`src/rtl/interleave_merge.sv`:
```
// Round-robin merge of NUM_LANES lane FIFOs into one registered valid/ready stream.
// Optional INTERLEAVE_MERGE_SKID_EN adds a skid entry and registers in_ready.
module interleave_merge #(
  parameter int DATA_WIDTH = 8,
  parameter int NUM_LANES = 2,
  localparam int LB_LANES = $clog2(NUM_LANES)
) (
  input  logic                            clk,
  input  logic                            rst,
  input  logic                            clear,
  input  logic [NUM_LANES*DATA_WIDTH-1:0] in_data,
  input  logic [NUM_LANES-1:0]            in_valid,
  output logic [NUM_LANES-1:0]            in_ready,
  output logic [DATA_WIDTH-1:0]           out_data,
  output logic                            out_valid,
  input  logic                            out_ready,
  output logic [LB_LANES-1:0]             lane_sel
);

  logic [LB_LANES-1:0]   sel_q, sel_d;
  logic                  vld_q, vld_d;
  logic [DATA_WIDTH-1:0] dat_q, dat_d;
  logic [DATA_WIDTH-1:0] lane_word;
  logic                  lane_vld;
  logic                  load;
  logic                  gate;
  logic                  take;

`ifdef INTERLEAVE_MERGE_SKID_EN
  logic                  skid_vld_q, skid_vld_d;
  logic [DATA_WIDTH-1:0] skid_dat_q, skid_dat_d;
`endif

  always_comb begin
    lane_word = '0;
    lane_vld  = 1'b0;
    for (int k = 0; k < NUM_LANES; k++) begin
      if (sel_q == LB_LANES'(k)) begin
        lane_word = in_data[k*DATA_WIDTH +: DATA_WIDTH];
        lane_vld  = in_valid[k];
      end
    end
  end

  assign load = !vld_q || out_ready;

`ifdef INTERLEAVE_MERGE_SKID_EN
  // Skid empty is enough to accept, so out_ready never reaches in_ready.
  assign gate = !skid_vld_q && !clear && !rst;
`else
  assign gate = load && !clear && !rst;
`endif

  assign take = gate && lane_vld;

  always_comb begin
    in_ready = '0;
    for (int k = 0; k < NUM_LANES; k++) begin
      in_ready[k] = gate && (sel_q == LB_LANES'(k));
    end
  end

  always_comb begin
    sel_d = sel_q;
    vld_d = vld_q;
    dat_d = dat_q;
`ifdef INTERLEAVE_MERGE_SKID_EN
    skid_vld_d = skid_vld_q;
    skid_dat_d = skid_dat_q;
`endif
    if (take) begin
      if (sel_q == LB_LANES'(NUM_LANES - 1)) sel_d = '0;
      else sel_d = sel_q + 1'b1;
    end
`ifdef INTERLEAVE_MERGE_SKID_EN
    if (load) begin
      if (skid_vld_q) begin
        vld_d      = 1'b1;
        dat_d      = skid_dat_q;
        skid_vld_d = 1'b0;
      end else begin
        vld_d = take;
        if (take) dat_d = lane_word;
      end
    end else if (take) begin
      skid_vld_d = 1'b1;
      skid_dat_d = lane_word;
    end
`else
    if (load) begin
      vld_d = take;
      if (take) dat_d = lane_word;
    end
`endif
    if (clear) begin
      sel_d = '0;
      vld_d = 1'b0;
`ifdef INTERLEAVE_MERGE_SKID_EN
      skid_vld_d = 1'b0;
`endif
    end
  end

  always_ff @(posedge clk or posedge rst) begin
    if (rst) begin
      sel_q <= '0;
      vld_q <= 1'b0;
      dat_q <= '0;
    end else begin
      sel_q <= sel_d;
      vld_q <= vld_d;
      dat_q <= dat_d;
    end
  end

`ifdef INTERLEAVE_MERGE_SKID_EN
  always_ff @(posedge clk or posedge rst) begin
    if (rst) begin
      skid_vld_q <= 1'b0;
      skid_dat_q <= '0;
    end else begin
      skid_vld_q <= skid_vld_d;
      skid_dat_q <= skid_dat_d;
    end
  end
`endif

  assign out_data  = dat_q;
  assign out_valid = vld_q;
  assign lane_sel  = sel_q;

endmodule

```
`config.mk`:
```
export PLATFORM = sky130hd
export DESIGN_NAME = interleave_merge
export DESIGN_NICKNAME = d
export VERILOG_FILES = /design/src/rtl/interleave_merge.sv
export SDC_FILE = /design/constraint.sdc
export NUM_CORES = 1
export LEC_CHECK = 0
export BUFFER_PORTS_ARGS = -buffer_cell sky130_fd_sc_hd__buf_4
export CAP_MARGIN = 20
export CORE_AREA = 3 3 40 42
export CTS_CLUSTER_DIAMETER = 80
export DETAILED_ROUTE_END_ITERATION = 10
export DIE_AREA = 0 0 43 45
export GPL_TIMING_DRIVEN = 0
export PLACE_DENSITY_LB_ADDON = 0.1
export SYNTH_ARGS = -nofsm -noshare
export SYNTH_HDL_FRONTEND = slang
export SYNTH_SLANG_ARGS = --single-unit
```
`constraint.sdc`:
```
create_clock -name clk -period 3.1 [get_ports clk]
set_input_delay 0.465 -clock clk [delete_from_list [all_inputs] [get_ports clk]]
set_output_delay 0.465 -clock clk [all_outputs]
set_load 0.05 [all_outputs]
```
==> results of run 1 <==
-- cells in the final DEF, fill, tap and decap left out, types with 2 or more instances in the layout --
cell type / n
buf_4: 33
dfrtp_1: 10
mux2_4: 9
mux2_2: 8
clkbuf_4: 3
nor2_1: 2
-- how the worst min path moves through the flow --
stage / from / end / slack (ns) / cells after the start
2_1_floorplan: rst / lane_sel / 0.31 / 1
5_1_grt: rst / out_valid / 0.24 / 2
4_1_cts: rst / out_valid / 0.21 / 2
3_3_place_gp: rst / out_valid / 0.49 / 2
6_report: rst / out_valid / 0.21 / 2
3_5_place_dp: rst / out_valid / 0.49 / 2
-- worst reg2reg max path: stages, from the launching register on --
cell and delay [ns]:
dfrtp_1 0.45, buf_2 0.27, mux2_2 0.36, mux2_4 0.27
-- registers in the layout, summed over array words and instances (netlist names) --
signal and flops:
out_valid 1, out_data 8, lane_sel 1
-- cell families after synthesis --
family,after synthesis
buf+inv,2
mux,17
simple gates,7
compound gates,3
flops,10
-- final cells by class --
type                            count  share of cell area (%)
Sequential cell                    10                    29.2
Timing Repair Buffer               33                    28.9
Clock buffer                        4                    4.23
Buffer                              1                   0.583
Inverter                            1                   0.437
Multi-Input combinational cell     27                    34.5
Tap cell                           15                    2.19
-- stage by stage --
stage	cell area (sq um)	util, %	instances	worst slack [ns]	total power (uW)
2_1_floorplan	556	-	39	1.11	344
3_3_place_gp	822	64.0	87	1.47	421
3_5_place_dp	822	64.0	87	1.47	423
4_1_cts	858	66.8	91	1.26	537
5_1_grt	858	66.8	91	1.20	554
6_report	858	66.8	91	1.30	531
-- layer usage --
layer | track usage [%] | vias to the layer above
met1 | 16.8 | 200
met4 | 3.61 | 0
met5 | 0 | -
met2 | 23.1 | 21
li1 | - | 215
met3 | 2.79 | 0
-- report_power, final --
part	switching [uW]	internal [uW]	total [uW]
combinational	142	102	244
clock	40.9	71.1	112
sequential	16.5	159	175
==> results.cfg, run 1 <==
[outcome]
outcome = finished, final reports clean

[critical_path]
required_ns = 2.63
cp_data_arrival_time_ns = 1.34
crit_path_max_incr_delay_ns = 0.45
cp.depth = 3
crit_path_start_kind = flip-flop
startpoint = lane_sel
criticalPathCategory = reg2out
setup.worst_path.end = in_ready[1]
crit_family = flip-flops
crit_buf_inv = 2
r2r_setup_slack_ns = 1.65
r2r-start = lane_sel
endpoint_kind = primary output
worstReg2RegEnd = out_data[2]
crit_slowest_cell = dfrtp_1
r2r.worst_path.cells = 3
crit_fanout = 10
crit_chain = buf_2, and3_1, buf_4

[yosys]
synth_simple_gate_area_share_pct = 9.01
synth_cell_types = 14
synth_seq_area_share_pct = 45.0
synth_fa_ha_area_share_pct = 0
synth.cells.most_frequent = 10 x dfrtp_1, 9 x mux2_4, 8 x mux2_2
synth_top_family_by_area = multiplexers
postSynth.asyncResetShare_pct = 100
synth_area_leader_cell = dfrtp_1
synth_compound_area_share_pct = 3.83
synth_edf_count = 0
ys_warn_count = 0
synth_nets = 61
ys.flop_type = dfrtp_1
synth_xor_area_share_pct = 0
ys_ff_latch = 10
synth_area_per_cell_sq_um = 14.2
yosys-top-cells-area = dfrtp_1 45%, mux2_4 24%, mux2_2 16%, nand3_4 3.2%, a41o_1 1.8%
netlist.area_leader.share_pct = 45.0
syn_area_sq_um = 556
synth.most_common_cell = dfrtp_1
syn_inst = 39
synthMuxAreaShare_pct = 40.5

[timing]
fin_crit_sh_pct = 58.1
rsz0062_at_grt = false
final.min_clock_period_ns = 1.80
worst_pin_slew_ns = 0.401
max_slew_margin_pct = 73.3
clock_skew_ns = 0.00364
final.setup.tns_ns = 0
drv_slew = 0
fmax_mhz = 555
setup_viol = 0
holdWs_ns = 0.206
hold_viol = 0

[floorplan]
die-area_sq_um = 1940
start_util_pct = 43.2
core_area_sq_um = 1280
ios = 34
die_h_um = 45
die_w_um = 43
num_rows = 13

[cells_and_area]
drive_gt1_share_pct = 76.3
area_growth_pct = 54.5
multi_input_area_sq_um = 297
fin_nets = 99
antennaDiodeCount = 0
layout.area.seq_sq_um = 250
nFillCells = 105

[routing]
wl_met2_um = 566
wl_met1_um = 478
routed_wirelength_mm = 1.15
viasPerCell = 4.79
num_vias = 436
drc = 0
route.met3.wl_um = 108
wl_per_cell_um = 12.7
highest_layer = met3
ant_nets = 0
drt_iter0_drc = 1
firstDrtPassIters = 2

[placed_design]
place_congestion = 0.751
port_buffers = 33
dp_hpwl_um = 929

[clock_network]
clk_pin_slew_ns = 0.06
cts_tree = done
cts.sinks = 10
cts_buffer_depth = 2
cts_made_buffers = 3
hold_buffers = 0
ctsResizeCount = 0
htreeDepth = 1
root_buffer = clkbuf_4
clk_latency_ns = 0.25
postCtsSetupBuffers = 0

[power]
p_leak_uw = 0.000453
worst_ir_drop_vdd_v = 0.000305
power.density_nw_per_um2 = 619

[global_routing]
grt_pass1_vias = 481
grt_pass1_wl_mm = 1.99
grt_antenna_before_repair = 0
grt_max_degree = 12
grt-ovfl-total = 0
grt_use_total_pct = 13.2

[hold_path]
hold_path.class = in2async

[run]
cap_violations = 0
(Power assumes the default switching activity.)
==> run 2: changes to the inputs <==
--- a/config.mk
+++ b/config.mk
@@ -7,10 +7,10 @@
 export LEC_CHECK = 0
 export BUFFER_PORTS_ARGS = -buffer_cell sky130_fd_sc_hd__buf_4
 export CAP_MARGIN = 20
-export CORE_AREA = 3 3 40 42
+export CORE_AREA = 3 3 42 44
 export CTS_CLUSTER_DIAMETER = 80
 export DETAILED_ROUTE_END_ITERATION = 10
-export DIE_AREA = 0 0 43 45
+export DIE_AREA = 0 0 45 47
 export GPL_TIMING_DRIVEN = 0
 export PLACE_DENSITY_LB_ADDON = 0.1
 export SYNTH_ARGS = -nofsm -noshare
==> constraint.sdc (replaced) <==
create_clock -name clk -period 1.7 [get_ports clk]
set_input_delay 0.255 -clock clk [delete_from_list [all_inputs] [get_ports clk]]
set_output_delay 0.255 -clock clk [all_outputs]
set_load 0.05 [all_outputs]
==> run 2 against run 1 <==
Wire length increased by 4.9%; clock skew decreased by 0.00090 ns; sequential power increased by 83%; critical path depth unchanged; core utilization decreased by 8.9 points; cell area decreased by 0.73%; clock-buffer cell count decreased by 1; global-route usage decreased by 0.80 points.
==> results.cfg, run 2 (synthesis results as in run 1) <==
[outcome]
outcome = finished, final reports clean

[floorplan]
start_util_pct = 37.8
die_w_um = 45
die-area_sq_um = 2120
num_rows = 14
core_area_sq_um = 1470
die_h_um = 47
ios = 34

[routing]
wl_per_cell_um = 13.3
drc = 0
ant_nets = 0
num_vias = 444
routed_wirelength_mm = 1.21
drt_iter0_drc = 3
firstDrtPassIters = 2
viasPerCell = 4.88

[timing]
clock_skew_ns = 0.00274
drv_slew = 0
worst_pin_slew_ns = 0.417
hold_viol = 0
fin_crit_sh_pct = 92.7
max_slew_margin_pct = 72.2
fmax_mhz = 635
rsz0062_at_grt = false
setup_viol = 0
final.setup.tns_ns = 0
final.min_clock_period_ns = 1.58

[critical_path]
crit_fanout = 10
cp_data_arrival_time_ns = 1.32
crit_path_start_kind = flip-flop
crit_chain = clkbuf_4, and3_2, buf_4
r2r-start = lane_sel
crit_buf_inv = 2
required_ns = 1.44
criticalPathCategory = reg2out
startpoint = lane_sel
crit_path_max_incr_delay_ns = 0.44
crit_family = buffers and inverters
endpoint_kind = primary output
crit_slowest_cell = dfrtp_1

[global_routing]
grt_pass1_wl_mm = 1.82
grt_pass1_vias = 374
grt_use_total_pct = 12.5
grt_antenna_before_repair = 0
grt-ovfl-total = 0
grt_max_degree = 12

[clock_network]
cts.sinks = 10
clk_pin_slew_ns = 0.06
cts_tree = done
clk_latency_ns = 0.25
htreeDepth = 1
root_buffer = clkbuf_4
hold_buffers = 0
cts_buffer_depth = 2
cts_made_buffers = 3

[cells_and_area]
layout_commonest_cell = buf_4
instances_no_fill = 91
layout_common_cells = 33 x buf_4, 10 x dfrtp_1, 9 x mux2_4
largest_register_ff_count = 8
antennaDiodeCount = 0
fin_nets = 99
nFillCells = 132
drive_gt1_share_pct = 78.7
area_growth_pct = 53.4

[hold_path]
hold_path.class = in2async

[placed_design]
dp.cells = 88
dp_hpwl_um = 938
port_buffers = 33
place_congestion = 0.763

[power]
power.density_nw_per_um2 = 1080
p_leak_uw = 0.000445
worst_ir_drop_vdd_v = 0.000591

[run]
cap_violations = 0
[run 2: repair_timing]
action | 4_1_cts | 5_1_grt
setup endpoints to repair | 0 | 1
gates resized for setup | 0 | 1
setup buffers | 0 | 0
[run 2: layer usage]
layer,part of all wire [%],GRT usage [%]
met2,40,16.7
met3,14,5.36
met1,47,17.3
met4,0,5.26
met5,0,0
[run 2: layout make-up]
type	count	area (sq um)	area share, %
Timing Repair Buffer	33	248	29.1
Tap cell	16	20.0	2.35
Multi-Input combinational cell	27	300	35.2
Clock buffer	3	22.5	2.64
Inverter	1	3.75	0.441
Sequential cell	10	250	29.4
Buffer	1	7.51	0.881
[run 2: final timing paths]
kind | slack (ns) | cells after the start | end
min reg2reg | 0.51 | 1 | out_data[6]
max reg2reg | 0.27 | 3 | out_data[2]
min in group clk | 0.22 | 2 | out_valid
min | 0.005 | 2 | out_data[1]
max | 0.12 | 3 | in_ready[1]
max in group asynchronous | 1.40 | 2 | out_data[3]
[run 2: per-stage QoR]
step / worst slack [ns] / power (uW) / cell area, sq um / hold WS (ns) / utilization, %
floorplan: 0.00251 / 628 / 559 / 0.103 / -
global placement: 0.255 / 769 / 827 / 0.284 / 56.2
detailed placement: 0.241 / 772 / 827 / 0.300 / 56.2
CTS: 0.0624 / 930 / 850 / 0.0139 / 57.7
global route: 0.0429 / 962 / 852 / 0.0449 / 57.9
finish: 0.124 / 920 / 852 / 0.00462 / 57.9
[run 2: power breakdown]
part | switching (uW) | total, uW | internal (uW)
Sequential | 30.6 | 320 | 290
Clock | 72.9 | 154 | 81.4
Combinational | 259 | 445 | 187
Total | 362 | 920 | 558
